### config.mk
export PLATFORM = sky130hd
export DESIGN_NAME = load_store_unit
export DESIGN_NICKNAME = d
export VERILOG_FILES = /design/src/rtl/load_store_unit.sv
export SDC_FILE = /design/constraint.sdc
export NUM_CORES = 1
export LEC_CHECK = 0
export BUFFER_PORTS_ARGS = -buffer_cell sky130_fd_sc_hd__buf_2
export CAP_MARGIN = 30
export CORE_MARGIN = 2
export CORE_UTILIZATION = 45
export DETAILED_ROUTE_END_ITERATION = 12
export PLACE_DENSITY = 0.77
export SLEW_MARGIN = 20
export SYNTH_ARGS = -nofsm -noshare
export SYNTH_HDL_FRONTEND = slang
export SYNTH_SLANG_ARGS = --single-unit
### constraint.sdc
create_clock -name clk -period 1.9 [get_ports clk]
set_input_delay 0.19 -clock clk [delete_from_list [all_inputs] [get_ports clk]]
set_output_delay 0.19 -clock clk [all_outputs]
set_load 0.005 [all_outputs]
### src/rtl/load_store_unit.sv
// RV32I load/store unit: one request at a time, byte/half/word formatting, fault flags.
// Latency start->done: 1 cycle on faults, else 2 + ack wait; stalls on mem_ack up to TIMEOUT cycles.
module load_store_unit #(
    parameter int TIMEOUT = 16
) (
    input  logic        clk,
    input  logic        rst,
    input  logic        start,
    input  logic        store,
    input  logic [2:0]  funct3,
    input  logic [31:0] addr,
    input  logic [31:0] wdata,
    output logic        busy,
    output logic        done,
    output logic [31:0] rdata,
    output logic        misaligned,
    output logic        illegal,
    output logic        bus_err,
    output logic        mem_req,
    output logic        mem_we,
    output logic [31:0] mem_addr,
    output logic [3:0]  mem_wstrb,
    output logic [31:0] mem_wdata,
    input  logic [31:0] mem_rdata,
    input  logic        mem_ack
);

    typedef enum logic [1:0] {IDLE, ACCESS, RESP} state_t;

    state_t      state, state_nxt;
    logic        store_q;
    logic [2:0]  funct3_q;
    logic [31:0] addr_q;
    logic [31:0] wdata_q;
    logic [7:0]  tmo_cnt;

    logic        req_illegal;
    logic        req_misaligned;
    logic        tmo_hit;
    logic [31:0] lane;
    logic [31:0] load_fmt;

    always_comb begin
        req_illegal = store ? !(funct3 inside {3'b000, 3'b001, 3'b010})
                            : !(funct3 inside {3'b000, 3'b001, 3'b010, 3'b100, 3'b101});
        req_misaligned = ((funct3[1:0] == 2'b01) && addr[0]) ||
                         ((funct3[1:0] == 2'b10) && (addr[1:0] != 2'b00));
    end

    assign tmo_hit = (tmo_cnt == 8'(TIMEOUT - 1));

    // Shift the addressed byte/halfword down to bit 0 before extension.
    assign lane = mem_rdata >> {addr_q[1:0], 3'b000};

    always_comb begin
        load_fmt = 32'h0;
        if (!store_q) begin
            case (funct3_q)
                3'b000:  load_fmt = {{24{lane[7]}}, lane[7:0]};
                3'b001:  load_fmt = {{16{lane[15]}}, lane[15:0]};
                3'b010:  load_fmt = mem_rdata;
                3'b100:  load_fmt = {24'h0, lane[7:0]};
                3'b101:  load_fmt = {16'h0, lane[15:0]};
                default: load_fmt = 32'h0;
            endcase
        end
    end

    always_ff @(posedge clk) begin
        if (rst) state <= IDLE;
        else     state <= state_nxt;
    end

    always_comb begin
        state_nxt = state;
        case (state)
            IDLE:    if (start) state_nxt = (req_illegal || req_misaligned) ? RESP : ACCESS;
            ACCESS:  if (mem_ack || tmo_hit) state_nxt = RESP;
            RESP:    state_nxt = IDLE;
            default: state_nxt = IDLE;
        endcase
    end

    always_ff @(posedge clk) begin
        if (rst) begin
            store_q    <= 1'b0;
            funct3_q   <= 3'b0;
            addr_q     <= 32'h0;
            wdata_q    <= 32'h0;
            tmo_cnt    <= 8'h0;
            rdata      <= 32'h0;
            misaligned <= 1'b0;
            illegal    <= 1'b0;
            bus_err    <= 1'b0;
        end else if (state == IDLE) begin
            tmo_cnt <= 8'h0;
            if (start) begin
                store_q    <= store;
                funct3_q   <= funct3;
                addr_q     <= addr;
                wdata_q    <= wdata;
                rdata      <= 32'h0;
                illegal    <= req_illegal;
                misaligned <= !req_illegal && req_misaligned;
                bus_err    <= 1'b0;
            end
        end else if (state == ACCESS) begin
            tmo_cnt <= tmo_cnt + 8'h1;
            // An ack in the last allowed cycle still wins over the timeout.
            if (mem_ack)      rdata   <= load_fmt;
            else if (tmo_hit) bus_err <= 1'b1;
        end
    end

    always_comb begin
        busy      = (state != IDLE);
        done      = (state == RESP);
        mem_req   = 1'b0;
        mem_we    = 1'b0;
        mem_addr  = 32'h0;
        mem_wstrb = 4'b0000;
        mem_wdata = 32'h0;
        if (state == ACCESS) begin
            mem_req  = 1'b1;
            mem_we   = store_q;
            mem_addr = {addr_q[31:2], 2'b00};
            if (store_q) begin
                case (funct3_q[1:0])
                    2'b00: begin
                        mem_wstrb = 4'b0001 << addr_q[1:0];
                        mem_wdata = {4{wdata_q[7:0]}};
                    end
                    2'b01: begin
                        mem_wstrb = 4'b0011 << {addr_q[1], 1'b0};
                        mem_wdata = {2{wdata_q[15:0]}};
                    end
                    default: begin
                        mem_wstrb = 4'b1111;
                        mem_wdata = wdata_q;
                    end
                endcase
            end
        end
    end

endmodule

Word-level counts from Yosys, hierarchy flattened --
Cells that the tools add are included.
Storage, ports and cells: flip-flop bits (word level) 113, bits of input ports 104, output and inout port bits 107, word-level logic and storage cells 81
Cells by class: add/sub/neg operators 1, equality and inequality tests 17, shift-type cells 3, mux-type cells 25, reduce and logical (&&, ||, !) cells 25
Operators with widths (count):
- $mux 32 | 8
- $pmux 32 s5 | 1
- $pmux 32 s2 | 1
- $shr 32x5->16 | 1
- $eq 3x3->1 const B | 4
- $reduce_bool 2->1 | 5
- $add 8x1->8 const B | 1
- $eq 8x4->1 const B | 1
- $mux 1 | 8
- $mux 4 | 2
- $pmux 4 s2 | 1
- $eq 2x1->1 const B | 3
- $eq 3x1->1 const B | 2
- $eq 3x2->1 const B | 2
- $logic_not 3->1 | 2
- $mux 2 | 3
- $reduce_bool 5->1 | 1
- $eq 2x2->1 const B | 2
- $logic_not 2->1 | 2
- $ne 2x2->1 const B | 2
- $pmux 2 s2 | 1
- $reduce_and 2->1 | 2
- $reduce_and 4->1 | 1
- $shl 1x2->4 const A | 1
- other kinds (8) | 14

Logic depth before layout (Yosys ltp) --
Gate-level depths: netlist of run 1.
depth after elaboration 8, gate-level depth with buffers 7

Worst setup path before layout of run 1 --
OpenSTA, ideal clock, no wires.
path type register to register, start point register addr_q[1], end point register rdata[20], setup time 86 ps, data arrival time 1575 ps, slack 239 ps, stages on the path, launching flop included 7, cells stage by stage dfxtp_1 > buf_6 > nand2b_4 > a311o_1 > a211o_4 > buf_6 > a221oi_2
Between the ends: word-level cells in the longest chain between the ends 6
Ends and longest elaborated chain:
- from (decl) | line 33 | logic [31:0] addr_q;
- from (signal assigned) | line 100 | addr_q <= addr;
- $shr 32x5->16 | line 53 | assign lane = mem_rdata >> {addr_q[1:0], 3'b000};
- $pmux 32 s5 | line 58 | case (funct3_q)
- $mux 32 | line 57 | if (!store_q) begin
- $mux 32 | line 110 | if (mem_ack) rdata <= load_fmt;
- $mux 32 | line 107 | end else if (state == ACCESS) begin
- $mux 32 | line 95 | end else if (state == IDLE) begin
- to (signal assigned) | line 110
- to (decl) | line 15 | output logic [31:0] rdata,
Every way passes these cells. The select of a mux whose other input is x is not followed. A chain may end at the register's enable or synchronous reset.

Worst setup path in the final report of run 1 --
start point register funct3_q[0], end point output port mem_wdata[27]
Between the ends: word-level cells in the longest chain between the ends 4
Ends and longest elaborated chain:
- from (decl) | line 32 | logic [2:0] funct3_q;
- from (signal assigned) | line 99 | funct3_q <= funct3;
- $eq 2x1->1 / $logic_not 2->1 (equally long branches) | line 128 | case (funct3_q[1:0])
- $pmux 32 s2 * | line 128
- $mux 32 * | line 127 | if (store_q) begin
- $mux 32 * | line 123 | if (state == ACCESS) begin
- to (decl) | line 23 | output logic [31:0] mem_wdata,
Every way passes the cells marked *; elsewhere a longest branch is shown, timed or not.

==> results of run 1 <==
-- where the power goes --
group          switching (µW)  total, µW  internal (µW)  leakage [µW]
clock network            1140       3530           2390      0.000314
registers                98.4       2590           2490      0.000924
logic                     578        993            415       0.00218
total                    1810       7110           5300       0.00342
-- path summary, 6_finish.rpt --
check / startpoint / end / cells after the start
worst max-delay path: funct3_q[0] / mem_wdata[27] / 6
worst min-delay path: addr[21] / addr_q[21] / 3
worst max register to register: addr_q[1] / rdata[27] / 4
worst min register to register: addr_q[13] / addr_q[13] / 2
-- logic make-up after synthesis --
logic type | synth area share, %
and+or+nand+nor | 24.7
other | 0.0667
DFF | 40.2
adders and majority gates | 0.223
AOI/OAI and AO/OA | 22.1
buffers and inverters | 5.34
xor gates and xnor gates | 1.25
muxes | 6.06
-- final cells by class --
type / instances / area (µm²)
Sequential cell: 113 / 2270
Fill cell: 1042 / 4230
Clock buffer: 22 / 464
Tap cell: 168 / 210
Clock inverter: 10 / 181
Antenna cell: 1 / 2.50
Inverter: 5 / 25.0
Timing Repair Buffer: 259 / 1570
Multi-Input combinational cell: 545 / 3150
-- per-layer routing --
layer | vias up | part of all wire [%] | global-route usage (%)
li1 | 2919 | - | -
met1 | 2814 | 41 | 31.6
met2 | 263 | 49 | 44.5
met3 | 37 | 8.2 | 8.37
met4 | 0 | 2.2 | 10.6
met5 | - | 0 | 0
-- cell usage after synthesis, types with 2 or more instances --
library cell	number	area (µm²)
a21oi_1	103	515
a221o_1	8	80.1
a221oi_1	13	114
a221oi_2	10	150
a22oi_1	24	180
and2_1	30	188
and3_1	10	62.6
buf_1	3	11.3
buf_2	12	60.1
buf_4	2	15.0
buf_6	2	22.5
clkbuf_1	46	173
dfxtp_1	113	2260
inv_1	4	15.0
mux2_2	8	90.1
mux2i_1	25	250
nand2_1	200	751
nand2b_1	8	50.1
nand4_1	3	18.8
nor2_1	44	165
nor2b_1	4	25.0
nor3_1	2	10.0
nor3b_2	2	25.0
o211ai_1	8	60.1
o21ai_0	17	85.1
xor2_1	8	70.1
-- repair_timing --
item                                    4_1_cts  5_1_grt
gates cloned                                  0        1
setup buffers                                 0        2
pin swaps                                     0        0
hold buffers                                 24        0
endpoints found under the setup margin       67       38
hold endpoints to repair                     24        0
gates resized for setup                      16       18
-- worst register-to-register path: stages (launching register included) --
cell and delay (ns):
dfxtp_2 0.37, nand2b_4 0.16, a311o_1 0.35, a211o_4 0.43, a221oi_1 0.31
-- sequential cells by signal, summed over array words and instances, names as in the netlist --
register,count
misaligned,1
addr_q,32
state,2
illegal,1
tmo_cnt,8
rdata,32
bus_err,1
store_q,1
funct3_q,3
wdata_q,32
-- through the flow --
step / worst slack [ns] / total power (µW)
after floorplan: 0.239 / 3200
after global placement: 0.183 / 3520
after detailed placement: 0.0909 / 3530
after CTS: 0.0178 / 7080
after global routing: -0.00344 / 7370
final: 0.0541 / 7110
==> results.json, run 1 <==
{
  "outcome": "finished, final reports clean",
  "cts-buffers-inserted": 17,
  "route.detailed.drc": 0,
  "dr.pass1.iters": 5,
  "routed_via_density": 5.37,
  "avgSynthCellArea_um2": 7.73,
  "synth-edff-count": 0,
  "first_iter_violations": 585,
  "io-pin-count": 211,
  "row_count": 40,
  "ir_drop_mv": 0.660,
  "dieArea_mm2": 0.0134,
  "period_share_pct": 97.2,
  "mostFrequentLayoutCell": "buf_2",
  "cp_slowest_cell": "dfxtp_4",
  "seq_area_frac_synth_pct": 40.2,
  "min_period_ns": 1.85,
  "relSlewSlack_pct": 62.2,
  "crit_type": "reg -> out",
  "cts_tree": "done",
  "final_hold_viol_count": 0,
  "cts_buffer_depth": 2,
  "hpwl_mm": 11.7,
  "critPathTopFamily": "flip-flops",
  "vias": 6033,
  "grt_pass1_vias": 5668,
  "p_per_area_mw_per_mm2": 902,
  "path_cells": "buf_12 > mux2i_1 > nor2_1 > a21oi_1 > nor2_1 > buf_2",
  "root_buffer": "clkbuf_16",
  "setup.worst_path.start_class": "register",
  "synth.distinct_cells": 44,
  "grt.overflow.total": 0,
  "endpoint_kind": "output port",
  "wl_per_cell_um": 16.1,
  "critical_path_buf_inv_count": 2,
  "clk_pin_slew_ns": 0.05,
  "path_max_fanout": 18,
  "finalSetupViolCount": 0,
  "synthCells": 727,
  "layout_common_cells": "207 x buf_2, 198 x nand2_1, 109 x dfxtp_1",
  "initial_core_util_pct": 46.4,
  "fin_tns_setup_ns": 0,
  "skew_ns": 0.00540,
  "utilization_pct": 65.1,
  "ys_seq_elements": 113,
  "final_cell_count_no_fill": 1123,
  "hold_ws_ns": 0.00698,
  "area_delta_synth_final_pct": 40.2,
  "die_y_um": 116,
  "synthesis.area_mm2": 0.00562,
  "async_reset_ff_share_pct": 0,
  "grt_start_max_net_pins": 71,
  "cts.sinks": 113,
  "grt_pass1_wl_mm": 27.8,
  "grtUsageTotal_pct": 26.5,
  "postLayoutCellArea_mm2": 0.00788,
  "drv_slew": 0,
  "required_ns": 1.71,
  "final_net_count": 1046,
  "cts_max_level": 4,
  "cpMostUsedCell": "nor2_1",
  "dp.cells": 1063,
  "max-cap-violations": 0,
  "ant_nets": 0,
  "dpl_cell_area_mm2": 0.00682,
  "drive_gt1_share_pct": 32.6,
  "critPathArrivalTime_ns": 1.66,
  "clock.fmax_mhz": 542,
  "port-buffer-count": 208,
  "antenna_found_initial": 0,
  "slowest_delay_ns": 0.38,
  "worstMarginPinSlew_ns": 0.565,
  "hold_path_class": "in -> reg",
  "yosys_warnings": 0,
  "coreArea_mm2": 0.0121,
  "wl_mm": 18.1,
  "r2r_setup_slack_ns": 0.18,
  "clk_latency_ns": 0.42,
  "dieWidth_um": 116,
  "power.leakage_uw": 0.00342,
  "synth_flop_cell": "dfxtp_1",
  "gp_congestion": 0.877
}
Power figures use the tool's default switching activity.
==> inputs of run 2 (changes only) <==
--- a/config.mk
+++ b/config.mk
@@ -7,7 +7,7 @@
 export LEC_CHECK = 0
 export BUFFER_PORTS_ARGS = -buffer_cell sky130_fd_sc_hd__buf_2
 export CAP_MARGIN = 30
-export CORE_MARGIN = 2
+export CORE_MARGIN = 8
 export CORE_UTILIZATION = 45
 export DETAILED_ROUTE_END_ITERATION = 12
 export PLACE_DENSITY = 0.77
==> results.json, run 2 (synthesis results as in run 1) <==
{
  "critical_path_buf_inv_count": 3,
  "root_buffer": "clkbuf_16",
  "dp_slack_ns": 0.120,
  "p_sw_uw": 1760,
  "endpoint_kind": "output port",
  "pwr-share-seq_pct": 38.3,
  "route.detailed.drc": 0,
  "drive_gt1_share_pct": 32.3,
  "fin_tns_setup_ns": 0,
  "min_period_ns": 1.82,
  "cts-buffers-inserted": 17,
  "power.leakage_uw": 0.00330,
  "p_total_uw": 6750,
  "fin_ws_ns": 0.0777,
  "io-pin-count": 211,
  "holdPathStages": 3,
  "grt_pass1_vias": 5847,
  "cts_tree": "done",
  "area_delta_synth_final_pct": 36.0,
  "skew_ns": 0.00439,
  "final_net_count": 1030,
  "clk_pin_slew_ns": 0.05,
  "die_y_um": 128,
  "path_max_fanout": 20,
  "gp_congestion": 0.829,
  "initial_core_util_pct": 45.3,
  "final_cell_count_no_fill": 1110,
  "grt_start_max_net_pins": 100,
  "mostFrequentLayoutCell": "buf_2",
  "setup.worst_path.start_class": "register",
  "first_iter_violations": 510,
  "grt_pass1_wl_mm": 29.1,
  "drv_slew": 0,
  "cp.depth": 6,
  "fillerInstances": 1153,
  "pwr-share-comb_pct": 14.3,
  "hold_path_class": "in -> reg",
  "dr.pass1.iters": 5,
  "p_per_area_mw_per_mm2": 883,
  "cts.sinks": 113,
  "routed_via_density": 5.33,
  "switching_share_pct": 26.1,
  "max-cap-violations": 0,
  "largest_registers": "addr_q: 32 flops, rdata: 32 flops, wdata_q: 32 flops",
  "critPathTopFamily": "buffers and inverters",
  "cp_slowest_cell": "dfxtp_4",
  "hpwl_mm": 12.7,
  "crit_type": "reg -> out",
  "ant_nets": 0,
  "layout_common_cells": "207 x buf_2, 199 x nand2_1, 110 x dfxtp_1",
  "r2r_setup_slack_ns": 0.13,
  "critPathArrivalTime_ns": 1.63,
  "finalSetupViolCount": 0,
  "grtUsageTotal_pct": 22.3,
  "cts_buffer_depth": 2,
  "path_cells": "buf_12 > nor2_1 > buf_4 > nand2_1 > a21oi_2 > buf_2",
  "reg2regPathDepth": 4,
  "port-buffer-count": 208,
  "p_clk_share_pct": 47.4,
  "slowest_delay_ns": 0.40,
  "hold_ws_ns": 0.0140,
  "row_count": 41,
  "dp.cells": 1063,
  "clock.fmax_mhz": 549,
  "final_hold_viol_count": 0,
  "cts_max_level": 4,
  "insertedDiodeCount": 0,
  "outcome": "finished, final reports clean",
  "worstMarginPinSlew_ns": 0.669,
  "dieArea_mm2": 0.0163,
  "wl_mm": 18.7,
  "required_ns": 1.71,
  "relSlewSlack_pct": 55.3,
  "antenna_found_initial": 3,
  "grt.overflow.total": 0,
  "dieWidth_um": 128,
  "period_share_pct": 95.9,
  "ir_drop_mv": 0.713,
  "wl_per_cell_um": 16.9,
  "internal_power_uw": 4990,
  "vias": 5918,
  "clk_latency_ns": 0.41,
  "coreArea_mm2": 0.0124
}
## run 2: changes by cell type in the layout (fill, tap and decap cells not counted), moves of 2 or more
cell | before | now
buf_4 | 20 | 17
buf_6 | 2 | 0
buf_8 | 0 | 2
bufinv_16 | 5 | 2
clkbuf_8 | 2 | 5
dfxtp_2 | 2 | 0
dlygate4sd3_1 | 24 | 11
nor2_1 | 40 | 42
## run 2: timing repair
action                                 in CTS  in global routing
cloned                                      0                  1
setup buffers                               0                  3
hold buffers                               11                  0
setup endpoints to repair                  67                 42
endpoints found under the hold margin      11                  0
gates resized for setup                     6                 18
## run 2: final timing paths
kind / from / end
setup / recovery: funct3_q[1] / mem_wdata[14]
hold / removal: wdata[19] / wdata_q[19]
setup reg to reg: addr_q[1] / rdata[16]
hold reg to reg: addr_q[8] / addr_q[8]
## run 2: final cells by class
type	instances	area, µm²	area share [%]
Clock buffer	24	502	6.56
Sequential cell	113	2270	29.7
Inverter	5	20.0	0.262
Multi-Input combinational cell	545	3110	40.6
Clock inverter	8	101	1.33
Tap cell	172	215	2.81
Timing Repair Buffer	243	1430	18.7
## run 2: through the flow
stage,utilization [%],instance area (µm²)
floorplan,-,5620
global placement,54.9,6810
detailed placement,54.9,6810
CTS,60.7,7540
global route,61.6,7650
finish,61.6,7650
## run 2: worst reg2reg max path, stage by stage (launching register included)
cell,delay (ns)
dfxtp_1,0.39
nand2b_4,0.18
a311o_1,0.36
a211o_4,0.43
a221oi_1,0.32
## run 2: power by group through the flow
stage / sequential [µW] / clock (µW) / combinational [µW]
finish: 2580 / 3200 / 963
CTS: 2590 / 3240 / 931
global route: 2600 / 3350 / 1060
detailed placement: 2640 / 0 / 903
global placement: 2630 / 0 / 890
floorplan: 2590 / 0 / 603
## run 2: routing by layer
layer	routed length [µm]	up-vias	GRT usage [%]
li1	-	2886	-
met1	7610	2714	25.5
met2	8690	275	35.3
met3	1870	37	9.53
met4	515	6	10.0
met5	30	-	0
==> inputs of run 3 (changes only) <==
--- a/config.mk
+++ b/config.mk
@@ -5,12 +5,14 @@
 export SDC_FILE = /design/constraint.sdc
 export NUM_CORES = 1
 export LEC_CHECK = 0
+export ABC_CLOCK_PERIOD_IN_PS = 1900
 export BUFFER_PORTS_ARGS = -buffer_cell sky130_fd_sc_hd__buf_2
 export CAP_MARGIN = 30
 export CORE_MARGIN = 8
 export CORE_UTILIZATION = 45
 export DETAILED_ROUTE_END_ITERATION = 12
 export PLACE_DENSITY = 0.77
+export RECOVER_POWER = 100
 export SLEW_MARGIN = 20
 export SYNTH_ARGS = -nofsm -noshare
 export SYNTH_HDL_FRONTEND = slang
==> results.json, run 3 (synthesis results as in run 1) <==
{
  "outcome": "finished, final reports clean",
  "critPathArrivalTime_ns": 1.63,
  "grt_pass1_wl_mm": 29.1,
  "area.sequential_mm2": 0.00227,
  "cts_tree": "done",
  "grtUsageTotal_pct": 22.3,
  "endpoint_kind": "output port",
  "slowest_delay_ns": 0.40,
  "worstMarginPinSlew_ns": 0.669,
  "insertedDiodeCount": 0,
  "fillerInstances": 1213,
  "required_ns": 1.71,
  "path_max_fanout": 20,
  "antenna_found_initial": 3,
  "mostFrequentLayoutCell": "nand2_1",
  "final_hold_viol_count": 0,
  "timing.rr.end": "rdata[15]",
  "path_cells": "buf_12 > nor2_1 > buf_4 > nand2_1 > a21oi_2 > buf_2",
  "wl_per_cell_um": 16.9,
  "hold_end": "wdata_q[19]",
  "ant_nets": 0,
  "dpl_cell_area_mm2": 0.00681,
  "dr.pass1.iters": 5,
  "coreArea_mm2": 0.0124,
  "rr_startpoint": "addr_q[1]",
  "first_iter_violations": 460,
  "multi_input_area_mm2": 0.00306,
  "grt_start_max_net_pins": 100,
  "final_net_count": 1030,
  "holdPathStages": 3,
  "hold_ws_ns": 0.0134,
  "critPathTopFamily": "buffers and inverters",
  "grt.overflow.total": 0,
  "cts_max_level": 4,
  "cts-buffers-inserted": 17,
  "drv_slew": 0,
  "skew_ns": 0.00442,
  "wl_mm": 18.8,
  "power.leakage_uw": 0.00296,
  "final_cell_count_no_fill": 1110,
  "routed_via_density": 5.32,
  "setup.worst_path.start_class": "register",
  "cp_slowest_cell": "dfxtp_4",
  "drive_gt1_share_pct": 23.5,
  "dieWidth_um": 128,
  "ir_drop_mv": 0.725,
  "r2r_setup_slack_ns": 0.12,
  "finalSetupViolCount": 0,
  "dieArea_mm2": 0.0163,
  "initial_core_util_pct": 45.3,
  "min_period_ns": 1.82,
  "clk_pin_slew_ns": 0.05,
  "critical_path_buf_inv_count": 3,
  "largest_registers": "addr_q: 32 flops, rdata: 32 flops, wdata_q: 32 flops",
  "clk_latency_ns": 0.41,
  "gp_congestion": 0.829,
  "crit_type": "reg -> out",
  "row_count": 41,
  "max-cap-violations": 0,
  "min-delay-start": "wdata[19]",
  "clock.fmax_mhz": 549,
  "grt_pass1_vias": 5847,
  "root_buffer": "clkbuf_16",
  "io-pin-count": 211,
  "period_share_pct": 95.8,
  "cts_buffer_depth": 2,
  "postLayoutCellArea_mm2": 0.00747,
  "area_delta_synth_final_pct": 33.0,
  "hold_path_class": "in -> reg",
  "relSlewSlack_pct": 55.3,
  "reg2regPathDepth": 4,
  "vias": 5905,
  "port-buffer-count": 208,
  "die_y_um": 128,
  "route.detailed.drc": 0,
  "hpwl_mm": 12.7,
  "p_per_area_mw_per_mm2": 899,
  "dp.cells": 1063,
  "layout_common_cells": "199 x nand2_1, 129 x buf_2, 110 x dfxtp_1",
  "cts.sinks": 113
}
[run 3: cell types whose count changed in the layout (fill, tap and decap cells not counted), moves of 2 or more]
cell	before	now
buf_2	207	129
clkbuf_2	0	6
clkbuf_4	0	2
and2_1	30	24
a221oi_2	10	2
buf_4	17	14
and2_0	0	6
buf_12	5	3
a221oi_1	13	21
clkbuf_1	2	75
buf_6	0	2
[run 3: layer usage]
| metal | vias to the layer above | wire, µm | global-route usage [%] |
|---|---|---|---|
| met5 | - | 30 | 0 |
| met4 | 6 | 642 | 10.0 |
| met3 | 48 | 1910 | 9.53 |
| met2 | 267 | 8600 | 35.3 |
| met1 | 2699 | 7570 | 25.5 |
| li1 | 2885 | - | - |
[run 3: worst max-delay path by stage]
stage                     to        start  cells past startpoint
2_1_floorplan      rdata[20]    addr_q[1]                      6
3_3_place_gp       rdata[15]     state[0]                      4
3_5_place_dp        rdata[8]     state[0]                      4
4_1_cts        mem_wdata[25]  funct3_q[0]                      6
5_1_grt        mem_wdata[14]  funct3_q[1]                      6
6_report       mem_wdata[14]  funct3_q[1]                      6
[run 3: stage by stage]
stage          power, µW  setup WS (ns)  setup TNS (ns)  utilization, %
6_report            6720         0.0791               0            60.2
4_1_cts             6760        0.00137               0            60.7
3_5_place_dp        3540          0.120               0            54.9
3_3_place_gp        3520          0.189               0            54.9
5_1_grt             6980       -0.00186        -0.00186            60.2
2_1_floorplan       3200          0.239               0               -
[run 3: tightest hold or removal path, cell delays in order]
cell	delay [ns]
buf_2	0.09
nand2_1	0.04
a21oi_1	0.05
[run 3: area by class of cell]
cell class                      instances  share of cell area, %
Multi-Input combinational cell        545                   40.9
Sequential cell                       113                   30.4
Timing Repair Buffer                  243                   17.5
Clock buffer                           24                   6.71
Tap cell                              172                   2.88
Clock inverter                          8                   1.36
Inverter                                5                  0.268
[run 3: power breakdown]
group          internal, µW  switching (µW)
Clock                  2100            1100
Sequential             2490            93.7
Combinational           373             557
Total                  4960            1750
[run 3: what timing repair did]
action                     4_1_cts  5_1_grt
setup endpoints to repair       67       42
pin swaps                        0        0
setup buffers                    0        3
hold endpoints to repair        11        0
resized for setup                6       18
gates cloned                     0        1
hold buffers                    11        0
